File: src/rtl/cpu_run_ctrl.sv
// cpu_run_ctrl: run/step/halt controller for a single-cycle CPU.
// Two raw push buttons are synchronized and debounced into one-cycle
// pulses (go_p, step_p). A four-state FSM turns those pulses, the speed
// switch and the decoded halt request into a registered per-instruction
// write enable (cpu_en) and keeps a retired-instruction counter.

module cpu_run_ctrl #(
    parameter int DEB_CYCLES = 4,
    parameter int SLOW_DIV   = 4000000
) (
    input  logic        clkN,
    input  logic        rst,
    input  logic        btn_go,
    input  logic        btn_step,
    input  logic        turn,
    input  logic        halt_in,
    output logic        cpu_en,
    output logic [1:0]  state,
    output logic        running,
    output logic [31:0] instr_cnt
);

    typedef enum logic [1:0] {
        IDLE   = 2'b00,
        RUN    = 2'b01,
        STEP   = 2'b10,
        HALTED = 2'b11
    } state_t;

    // The pulse fires on the sample that takes the counter from
    // DEB_CYCLES-1 to DEB_CYCLES; the counter then parks at DEB_CYCLES
    // until a low sample, so a long hold cannot re-trigger.
    localparam logic [7:0]  DEB_LAST  = 8'(DEB_CYCLES - 1);
    localparam logic [7:0]  DEB_FULL  = 8'(DEB_CYCLES);
    localparam logic [25:0] SLOW_LAST = 26'(SLOW_DIV - 1);

    // Bit 0 is the go button, bit 1 is the step button.
    logic [1:0]  sync1_q;
    logic [1:0]  sync2_q;
    logic [1:0]  pulse_q;
    logic [7:0]  debCnt_q [2];
    logic        goP;
    logic        stepP;

    state_t      state_q;
    logic        cpuEn_q;
    logic        turn_q;
    logic [25:0] tickCnt_q;
    logic [25:0] tickCnt_d;
    logic [31:0] instrCnt_q;
    logic        turnChanged;
    logic        tick;

    assign goP   = pulse_q[0];
    assign stepP = pulse_q[1];

    // Synchronize and debounce both buttons; runs in every FSM state.
    always_ff @(posedge clkN) begin
        if (rst) begin
            sync1_q     <= '0;
            sync2_q     <= '0;
            pulse_q     <= '0;
            debCnt_q[0] <= '0;
            debCnt_q[1] <= '0;
        end else begin
            sync1_q <= {btn_step, btn_go};
            sync2_q <= sync1_q;
            for (int b = 0; b < 2; b++) begin
                if (!sync2_q[b]) begin
                    debCnt_q[b] <= '0;
                    pulse_q[b]  <= 1'b0;
                end else begin
                    pulse_q[b] <= (debCnt_q[b] == DEB_LAST);
                    if (debCnt_q[b] != DEB_FULL) begin
                        debCnt_q[b] <= debCnt_q[b] + 8'd1;
                    end
                end
            end
        end
    end

    // Advance tick generation: every cycle in fast mode, every SLOW_DIV cycles in slow mode.
    always_comb begin
        turnChanged = (turn != turn_q);
        tick        = 1'b0;
        tickCnt_d   = tickCnt_q + 26'd1;
        if (turn) begin
            tick      = 1'b1;
            tickCnt_d = '0;
        end else if (turnChanged) begin
            tickCnt_d = '0;
        end else if (tickCnt_q == SLOW_LAST) begin
            tick      = 1'b1;
            tickCnt_d = '0;
        end
    end

    // Run-control FSM with registered enable and retired-instruction counter.
    always_ff @(posedge clkN) begin
        if (rst) begin
            state_q    <= IDLE;
            cpuEn_q    <= 1'b0;
            turn_q     <= 1'b0;
            tickCnt_q  <= '0;
            instrCnt_q <= '0;
        end else begin
            turn_q     <= turn;
            cpuEn_q    <= 1'b0;
            instrCnt_q <= instrCnt_q + {31'd0, cpuEn_q};
            case (state_q)
                IDLE: begin
                    tickCnt_q <= '0;
                    if (goP) begin
                        state_q <= RUN;
                    end else if (stepP) begin
                        state_q <= STEP;
                    end
                end
                STEP: begin
                    if (halt_in) begin
                        state_q <= HALTED;
                    end else begin
                        cpuEn_q <= 1'b1;
                        state_q <= IDLE;
                    end
                end
                RUN: begin
                    if (stepP) begin
                        tickCnt_q <= '0;
                        state_q   <= IDLE;
                    end else begin
                        tickCnt_q <= tickCnt_d;
                        if (tick) begin
                            if (halt_in) begin
                                state_q <= HALTED;
                            end else begin
                                cpuEn_q <= 1'b1;
                            end
                        end
                    end
                end
                default: begin
                    state_q <= HALTED;
                end
            endcase
        end
    end

    assign cpu_en    = cpuEn_q;
    assign state     = state_q;
    assign running   = (state_q == RUN);
    assign instr_cnt = instrCnt_q;

endmodule

File: config.mk
export PLATFORM = sky130hd
export DESIGN_NAME = cpu_run_ctrl
export DESIGN_NICKNAME = d
export VERILOG_FILES = /design/src/rtl/cpu_run_ctrl.sv
export SDC_FILE = /design/constraint.sdc
export NUM_CORES = 1
export LEC_CHECK = 0
export ABC_AREA = 1
export CORE_ASPECT_RATIO = 1.25
export CORE_MARGIN = 4
export CORE_UTILIZATION = 57
export DETAILED_ROUTE_END_ITERATION = 8
export PLACE_DENSITY_LB_ADDON = 0.15
export SYNTH_ARGS = -nofsm -noshare
export SYNTH_HDL_FRONTEND = slang
export SYNTH_SLANG_ARGS = --single-unit
File: constraint.sdc
create_clock -name clkN -period 2.1 [get_ports clkN]
set_input_delay 0.21 -clock clkN [delete_from_list [all_inputs] [get_ports clkN]]
set_output_delay 0.21 -clock clkN [all_outputs]
set_load 0.02 [all_outputs]
==> results of run 1 <==
==> sequential cells by signal (all words and copies together) (netlist names) <==
signal	flops
instr_cnt	32
tickCnt_q	26
debCnt_q	16
pulse_q	2
state	2
sync1_q	2
sync2_q	2
cpu_en	1
turn_q	1
==> worst paths after layout <==
kind,from,to
worst min register to register,sync1_q[1]$_SDFF_PP0_,sync2_q[1]$_SDFF_PP0_
worst max register to register,state[0]$_SDFFE_PP0P_,tickCnt_q[8]$_SDFFE_PP0P_
worst min-delay path,btn_step,sync1_q[1]$_SDFF_PP0_
worst max-delay path,state[0]$_SDFFE_PP0P_,tickCnt_q[8]$_SDFFE_PP0P_
==> Yosys cell counts (all sizes together) <==
| cell | instances |
|---|---|
| xor2 | 13 |
| o21ai | 14 |
| nand3b | 4 |
| inv | 90 |
| nor2 | 115 |
| or3b | 1 |
| edfxtp | 16 |
| xnor2 | 3 |
| buf | 8 |
| a211o | 1 |
| nor3b | 7 |
| a31o | 1 |
| nand2 | 121 |
| nor3 | 36 |
| and3 | 1 |
| nand3 | 52 |
| a21oi | 35 |
| nor4 | 4 |
| o32ai | 1 |
| dfxtp | 68 |
| o31ai | 1 |
| ha | 11 |
| a31oi | 1 |
| nand4 | 12 |
| or2 | 5 |
| o21a | 1 |
| clkbuf | 2 |
==> power by group <==
| group | switching (mW) | total (mW) | internal, mW |
|---|---|---|---|
| registers | 0.0301 | 1.70 | 1.67 |
| logic | 0.293 | 0.434 | 0.141 |
| clock network | 0.574 | 1.38 | 0.811 |
==> cell type report <==
cell class	instances	area, sq um
clock buffer	10	137.6
clock inverter	6	101.3
fill	661	2489
inverter	90	337.8
multi-input combinational	440	2303
sequential	84	1842
tap	95	118.9
timing repair buffer	48	462.9
==> critical path, stage by stage (launching register included) <==
cell	delay [ps]
dfxtp_1	360
inv_1	100
ha_1	200
inv_2	50
nand2_1	250
inv_2	180
nor3_1	360
a21oi_1	140
nor3_2	160
==> logic make-up after synthesis <==
family,after synthesis,synth area share
buffers and inverters,100,0.08925
AND/OR/NAND/NOR,358,0.3796
XOR/XNOR,16,0.03086
adder cells (fa/ha/maj),11,0.03030
AO/OA/AOI/OAI,55,0.06446
flip-flops,84,0.4055
==> stage by stage <==
stage / setup slack (ps) / total power [mW] / cells / instance area [sq um] / utilization
final: 233.2 / 3.521 / 773 / 5304 / 0.6806
after global routing: 46.95 / 3.662 / 773 / 5304 / 0.6806
after CTS: 229.3 / 3.534 / 773 / 5295 / 0.6795
after detailed placement: 256.1 / 2.166 / 757 / 5056 / 0.6488
after global placement: 356.5 / 2.148 / 757 / 5056 / 0.6488
after floorplan: 294.0 / 2.075 / 624 / 4542 / -
==> layer usage <==
metal,part of all wire,track usage,vias up
li1,-,-,2102
met1,0.44,0.2775,1870
met5,0,0,-
met3,0.031,0.04441,15
met2,0.51,0.4197,88
met4,0.019,0.09320,0
==> metrics.cfg, run 1 <==
[sta]
timing.hold.ws_ps = 366.8
setup_violations = 0
fin_crit_sh = 0.8890
relSlewSlack = 0.7208
rsz0062_at_grt = no
min_period_ps = 1867
maxSlewViolCount = 0
worst_pin_slew_ps = 415.6
max_freq_mhz = 535.7
finalHoldViolations = 0
finalClockSkew_ps = 5.288
setup_tns_ps = 0

[setup_path]
critPathLaunchType = flip-flop
crit_arrival_ps = 2160
r2r_slack_ps = 230
crit_type = reg -> reg
critPathMaxFanout = 12
cp.required_ps = 2390
worstSetupEndpointType = flip-flop
reg2reg_depth = 8

[clock_tree]
cts_hold_buffers = 0
cts_buffer_depth = 2
clock-sinks = 84
clk_pin_slew_ps = 80
cts_tree = yes
htreeDepth = 3
post-cts-setup-buffers = 0
clock_latency_ps = 360
cts_resized = 0
cts_root_buf = clkbuf_8
numCtsBuffers = 9

[synth]
yosys.area.top_type = dfxtp_1
synth_top_area_frac = 0.2997
yosysWarnings = 0
synth_seq_cells = 84
synth_nets = 641
syn_inst = 624
synth_area_leaders = dfxtp_1, edfxtp_1, nand2_1
syn_avg_cell_area_sq_um = 7.279
synth_cell_types = 41
yosysSeqAreaShare = 0.4055
syn_area_sq_um = 4542

[global_routing]
antenna_found_initial = 0
grt_pass1_wl_mm = 17.84
overflow = 0
first_global_vias = 4050
track_usage = 0.2373
grt_max_degree = 25

[floorplanning]
dieArea_sq_um = 9469
coreArea_sq_um = 7792
chipWidth_um = 87.84
row_count = 36
io_pins = 42
die_h_um = 107.8
initial_utilization = 0.5829

[drt]
firstDrtPassIters = 5
via_per_inst = 5.272
ant_nets = 0
drt_iter0_drc = 198
wirelength_mm = 10.34
dr_total_vias = 4075
drc_errors = 0
routedWlPerCell_um = 13.38

[flow_run]
maxCapViolCount = 0

[finish]
final_layout_size_suffix_gt1_frac = 0.09587
area.growth.synth_to_final_pct = 16.78
final_cell_mix = nand2_1, nor2_1, inv_1
layout.cells.most_common = nand2_1
diodes = 0
layout.nets = 690

[pwr]
vdd_drop_max_v = 0.0003801
power.density_nw_per_um2 = 663.9
p_leak_nw = 1.857

[run_status]
status = completed

[placed_design]
port_buffers = 41
dpl.hpwl_mm = 7.792
place_congestion = 0.8949

[hold_path]
worstHoldPathType = in -> reg
whs_path_depth = 3

Power figures use the tool's default switching activity.
==> inputs of run 2 (changes only) <==
--- a/config.mk
+++ b/config.mk
@@ -10,6 +10,7 @@
 export CORE_MARGIN = 4
 export CORE_UTILIZATION = 57
 export DETAILED_ROUTE_END_ITERATION = 8
+export GPL_TIMING_DRIVEN = 0
 export PLACE_DENSITY_LB_ADDON = 0.15
 export SYNTH_ARGS = -nofsm -noshare
 export SYNTH_HDL_FRONTEND = slang
==> metrics.cfg, run 2 (synthesis results as in run 1) <==
[clock_tree]
clock_latency_ps = 360
cts_root_buf = clkbuf_8
cts_tree = yes
post-cts-setup-buffers = 0
htreeDepth = 3
cts_resized = 0
cts_hold_buffers = 0
clk_pin_slew_ps = 90
clock-sinks = 84
cts_buffer_depth = 2
numCtsBuffers = 9

[sta]
finalHoldViolations = 0
setup_tns_ps = 0
fin_crit_sh = 0.8836
finalClockSkew_ps = 14.77
worst_pin_slew_ps = 575.7
min_period_ps = 1856
maxSlewViolCount = 0
relSlewSlack = 0.6162
setup_violations = 0
rsz0062_at_grt = no
max_freq_mhz = 538.9

[finish]
final_layout_size_suffix_gt1_frac = 0.09853
n_fill_cell = 689
area.growth.synth_to_final_pct = 15.73
regArea_sq_um = 1842
diodes = 0
utilization = 0.6745
final_cell_mix = nand2_1, nor2_1, inv_1
layout.nets = 692
stdcell_count = 775
layout.cells.most_common = nand2_1
largest_reg_flops = 32
multiInputGateArea_sq_um = 2300

[flow_run]
maxCapViolCount = 0

[global_routing]
grt_max_degree = 15
first_global_vias = 4151
antenna_found_initial = 0
grt_pass1_wl_mm = 17.76
track_usage = 0.2343
overflow = 0

[floorplanning]
dieArea_sq_um = 9469
chipWidth_um = 87.84
coreArea_sq_um = 7792
initial_utilization = 0.5829
io_pins = 42
row_count = 36
die_h_um = 107.8

[pwr]
vdd_drop_max_v = 0.0003526
p_leak_nw = 1.834
finalPower_mw = 3.337
power.density_nw_per_um2 = 634.9

[drt]
wirelength_mm = 10.30
ant_nets = 0
drc_errors = 0
firstDrtPassIters = 5
via_per_inst = 5.383
dr_total_vias = 4172
routedWlPerCell_um = 13.29
drt_iter0_drc = 208

[setup_path]
rr_endpoint = debCnt_q[1][7]$_SDFFCE_PN0P_
crit_arrival_ps = 1890
r2r_slack_ps = 240
worstSetupEndpointType = flip-flop
critPathLaunch = debCnt_q[1][4]$_SDFFCE_PN0P_
r2r-start = debCnt_q[1][4]$_SDFFCE_PN0P_
crit_type = reg -> reg
critPathMaxFanout = 9
crit_end = debCnt_q[1][7]$_SDFFCE_PN0P_
cp.required_ps = 2140
critPathLaunchType = flip-flop
reg2reg_depth = 6

[placed_design]
place_congestion = 0.9097
port_buffers = 40
dpl.hpwl_mm = 7.762
dp.cells = 759

[hold_path]
whs_path_depth = 2
worstHoldPathType = in -> reg

[run_status]
status = completed

run 2: cell count changes in the layout (fill, tap and decap cells not counted), moves of 2 or more:
cell and change:
clkinvlp_4 +2, buf_2 +3, clkbuf_1 +3, bufinv_16 -2, buf_6 +3, clkinv_1 -2, buf_4 -6
run 2: routing by layer:
| metal | routed length (um) | track usage | part of all wire | vias up |
|---|---|---|---|---|
| met5 | 0 | 0 | 0 | - |
| met4 | 182 | 0.09320 | 0.018 | 0 |
| met3 | 332 | 0.04135 | 0.032 | 18 |
| met2 | 5258 | 0.4165 | 0.51 | 90 |
| met1 | 4528 | 0.2732 | 0.44 | 1953 |
| li1 | - | - | - | 2111 |
run 2: power breakdown:
part | switching, mW | internal (mW) | total (mW)
clock | 0.599 | 0.549 | 1.15
sequential | 0.0312 | 1.67 | 1.70
combinational | 0.315 | 0.171 | 0.485
total | 0.945 | 2.39 | 3.34
run 2: how the worst min path moves through the flow:
stage,slack (ps),startpoint,end
floorplan,320,btn_go,sync1_q[0]$_SDFF_PP0_
global placement,400,sync1_q[0]$_SDFF_PP0_,sync2_q[0]$_SDFF_PP0_
detailed placement,410,sync1_q[1]$_SDFF_PP0_,sync2_q[1]$_SDFF_PP0_
CTS,190,rst,instr_cnt[2]$_SDFF_PP0_
global route,210,rst,instr_cnt[14]$_SDFF_PP0_
finish,200,rst,instr_cnt[2]$_SDFF_PP0_
run 2: metrics by stage:
stage	worst slack, ps	hold WS, ps	instance area [sq um]
detailed placement	114.0	412.9	5061
CTS	117.1	192.6	5251
finish	244.5	201.1	5256
floorplan	294.0	317.0	4542
global placement	202.6	396.0	5061
global route	56.27	214.1	5256
run 2: final cells by class:
type | instances | area share
Timing Repair Buffer | 40 | 0.07617
Clock buffer | 10 | 0.02428
Multi-Input combinational cell | 440 | 0.4375
Clock inverter | 6 | 0.01190
Buffer | 10 | 0.01285
Tap cell | 95 | 0.02261
Sequential cell | 84 | 0.3504
Inverter | 90 | 0.06427
run 2: critical path, cell delays in order (launching register included):
cell      delay (ps)
edfxtp_1         440
inv_1            100
nand3_1           70
nor3_1           240
nand3_1          130
nand2_1          260
nand2_1          300
==> inputs of run 3 (changes only) <==
--- a/config.mk
+++ b/config.mk
@@ -8,8 +8,10 @@
 export ABC_AREA = 1
 export CORE_ASPECT_RATIO = 1.25
 export CORE_MARGIN = 4
-export CORE_UTILIZATION = 57
+export CORE_UTILIZATION = 30
+export CTS_CLUSTER_SIZE = 14
 export DETAILED_ROUTE_END_ITERATION = 8
+export DONT_BUFFER_PORTS = 1
 export GPL_TIMING_DRIVEN = 0
 export PLACE_DENSITY_LB_ADDON = 0.15
 export SYNTH_ARGS = -nofsm -noshare
==> metrics.cfg, run 3 (synthesis results as in run 1) <==
[pwr]
seq_power_share = 0.437
vdd_drop_max_v = 0.0003144
power.internal_mw = 2.926
p_sw_frac = 0.2603
switchingPower_mw = 1.029
p_leak_nw = 1.786
finalPower_mw = 3.955
combPwrFrac = 0.113
power.density_nw_per_um2 = 764.8
pwr-share-clk = 0.451

[sta]
setup_violations = 0
max_freq_mhz = 516.6
finalClockSkew_ps = 8.357
finalHoldViolations = 0
worst_pin_slew_ps = 645.2
fin_crit_sh = 0.9217
maxSlewViolCount = 0
relSlewSlack = 0.5699
rsz0062_at_grt = no
min_period_ps = 1936
setup_tns_ps = 0

[drt]
ant_nets = 0
wirelength_mm = 11.69
dr_total_vias = 3922
via_per_inst = 4.754
drt_iter0_drc = 149
routedWlPerCell_um = 14.17
drc_errors = 0
firstDrtPassIters = 4

[clock_tree]
clock_latency_ps = 360
cts_buffer_depth = 2
cts_root_buf = clkbuf_16
htreeDepth = 3
cts_tree = yes
clk_pin_slew_ps = 70
clock-sinks = 84
numCtsBuffers = 9

[setup_path]
r2r-start = cpu_en$_SDFF_PP0_
max_stage_delay_ps = 390
crit_path_cell_trace = ha_1 > ha_1 > nand2_1 > inv_1 > nand3_2 > nor2_4 > nand2_2 > nor2_4 > nand3_1 > o21ai_1 > nor2_1
worstSetupEndpointType = flip-flop
cp.required_ps = 2350
crit_end = instr_cnt[26]$_SDFF_PP0_
critPathMaxFanout = 5
critPathLaunchType = flip-flop
crit_type = reg -> reg
r2r_slack_ps = 160
crit_arrival_ps = 2190
critPathLaunch = cpu_en$_SDFF_PP0_
slowest_stage = dfxtp_2
rr_endpoint = instr_cnt[26]$_SDFF_PP0_
reg2reg_depth = 11

[finish]
area.growth.synth_to_final_pct = 13.86
layout.cells.most_common = nand2_1
n_fill_cell = 1611
final_cell_mix = nand2_1, nor2_1, inv_1
largest_reg_flops = 32
layout.nets = 655
diodes = 0
final_layout_size_suffix_gt1_frac = 0.1213

[placed_design]
port_buffers = 0
place_congestion = 0.8502
dpl.hpwl_mm = 8.989

[floorplanning]
die_h_um = 145.6
io_pins = 42
chipWidth_um = 118.1
initial_utilization = 0.3050
dieArea_sq_um = 17180
row_count = 50
coreArea_sq_um = 14890

[flow_run]
maxCapViolCount = 0

[global_routing]
grt_max_degree = 15
overflow = 0
grt_pass1_wl_mm = 19.21
track_usage = 0.1405
antenna_found_initial = 0
first_global_vias = 3920

[hold_path]
worstHoldPathType = in -> reg

[run_status]
status = completed

[run 3: per-stage QoR]
| step | setup slack [ps] | utilization | hold slack, ps | instance area, sq um | instances |
|---|---|---|---|---|---|
| 2_1_floorplan | 294.0 | - | 317.0 | 4542 | 624 |
| 3_3_place_gp | -12.42 | 0.3203 | 330.6 | 4770 | 806 |
| 3_5_place_dp | -19.37 | 0.3203 | 330.4 | 4770 | 806 |
| 4_1_cts | 1.892 | 0.3446 | 0.4882 | 5131 | 824 |
| 5_1_grt | 1.264 | 0.3473 | 28.61 | 5171 | 825 |
| 6_report | 164.4 | 0.3473 | 11.08 | 5171 | 825 |
[run 3: per-layer routing]
layer	track usage	wire, um
met5	0	0
met4	0.07214	280
met3	0.03771	603
met2	0.2610	6243
met1	0.1432	4566
[run 3: cell type report]
class                      instances  area, sq um  share of cell area
sequential                        84         1846              0.3569
tap                              182        227.7             0.04404
inverter                          90        337.8             0.06533
buffer                            10        67.56             0.01307
clock inverter                     2        38.79            0.007501
clock buffer                      14        296.5             0.05734
timing repair buffer               3        27.53            0.005323
multi-input combinational        440         2330              0.4505
[run 3: worst min path at each step]
stage / startpoint / to / slack, ps / cells after the start
finish: turn / turn_q$_SDFF_PP0_ / 10 / 2
CTS: turn / turn_q$_SDFF_PP0_ / 0.5 / 2
global placement: btn_step / sync1_q[1]$_SDFF_PP0_ / 330 / 2
floorplan: btn_go / sync1_q[0]$_SDFF_PP0_ / 320 / 2
global route: halt_in / cpu_en$_SDFF_PP0_ / 30 / 2
detailed placement: btn_step / sync1_q[1]$_SDFF_PP0_ / 330 / 2
[run 3: worst max-delay path: cells and delay by family (launching register included)]
family	cells	cell delay [ps]
simple gates	7	810
buf+inv	1	120
compound gates	1	130
flops	1	390
fa+ha+maj	2	370
[run 3: power by group through the flow]
stage | clock (mW) | sequential (mW) | combinational (mW)
2_1_floorplan | 0 | 1.75 | 0.327
3_3_place_gp | 0 | 1.76 | 0.433
3_5_place_dp | 0 | 1.76 | 0.440
4_1_cts | 1.82 | 1.72 | 0.445
5_1_grt | 1.87 | 1.73 | 0.501
6_report | 1.78 | 1.73 | 0.446
[run 3: what timing repair did]
action	CTS	global route
buffers inserted	0	1
endpoints found under the setup margin	21	39
hold buffers	2	0
pin swaps	0	1
hold endpoints to repair	2	0
gates resized for setup	2	10
gates cloned	0	0
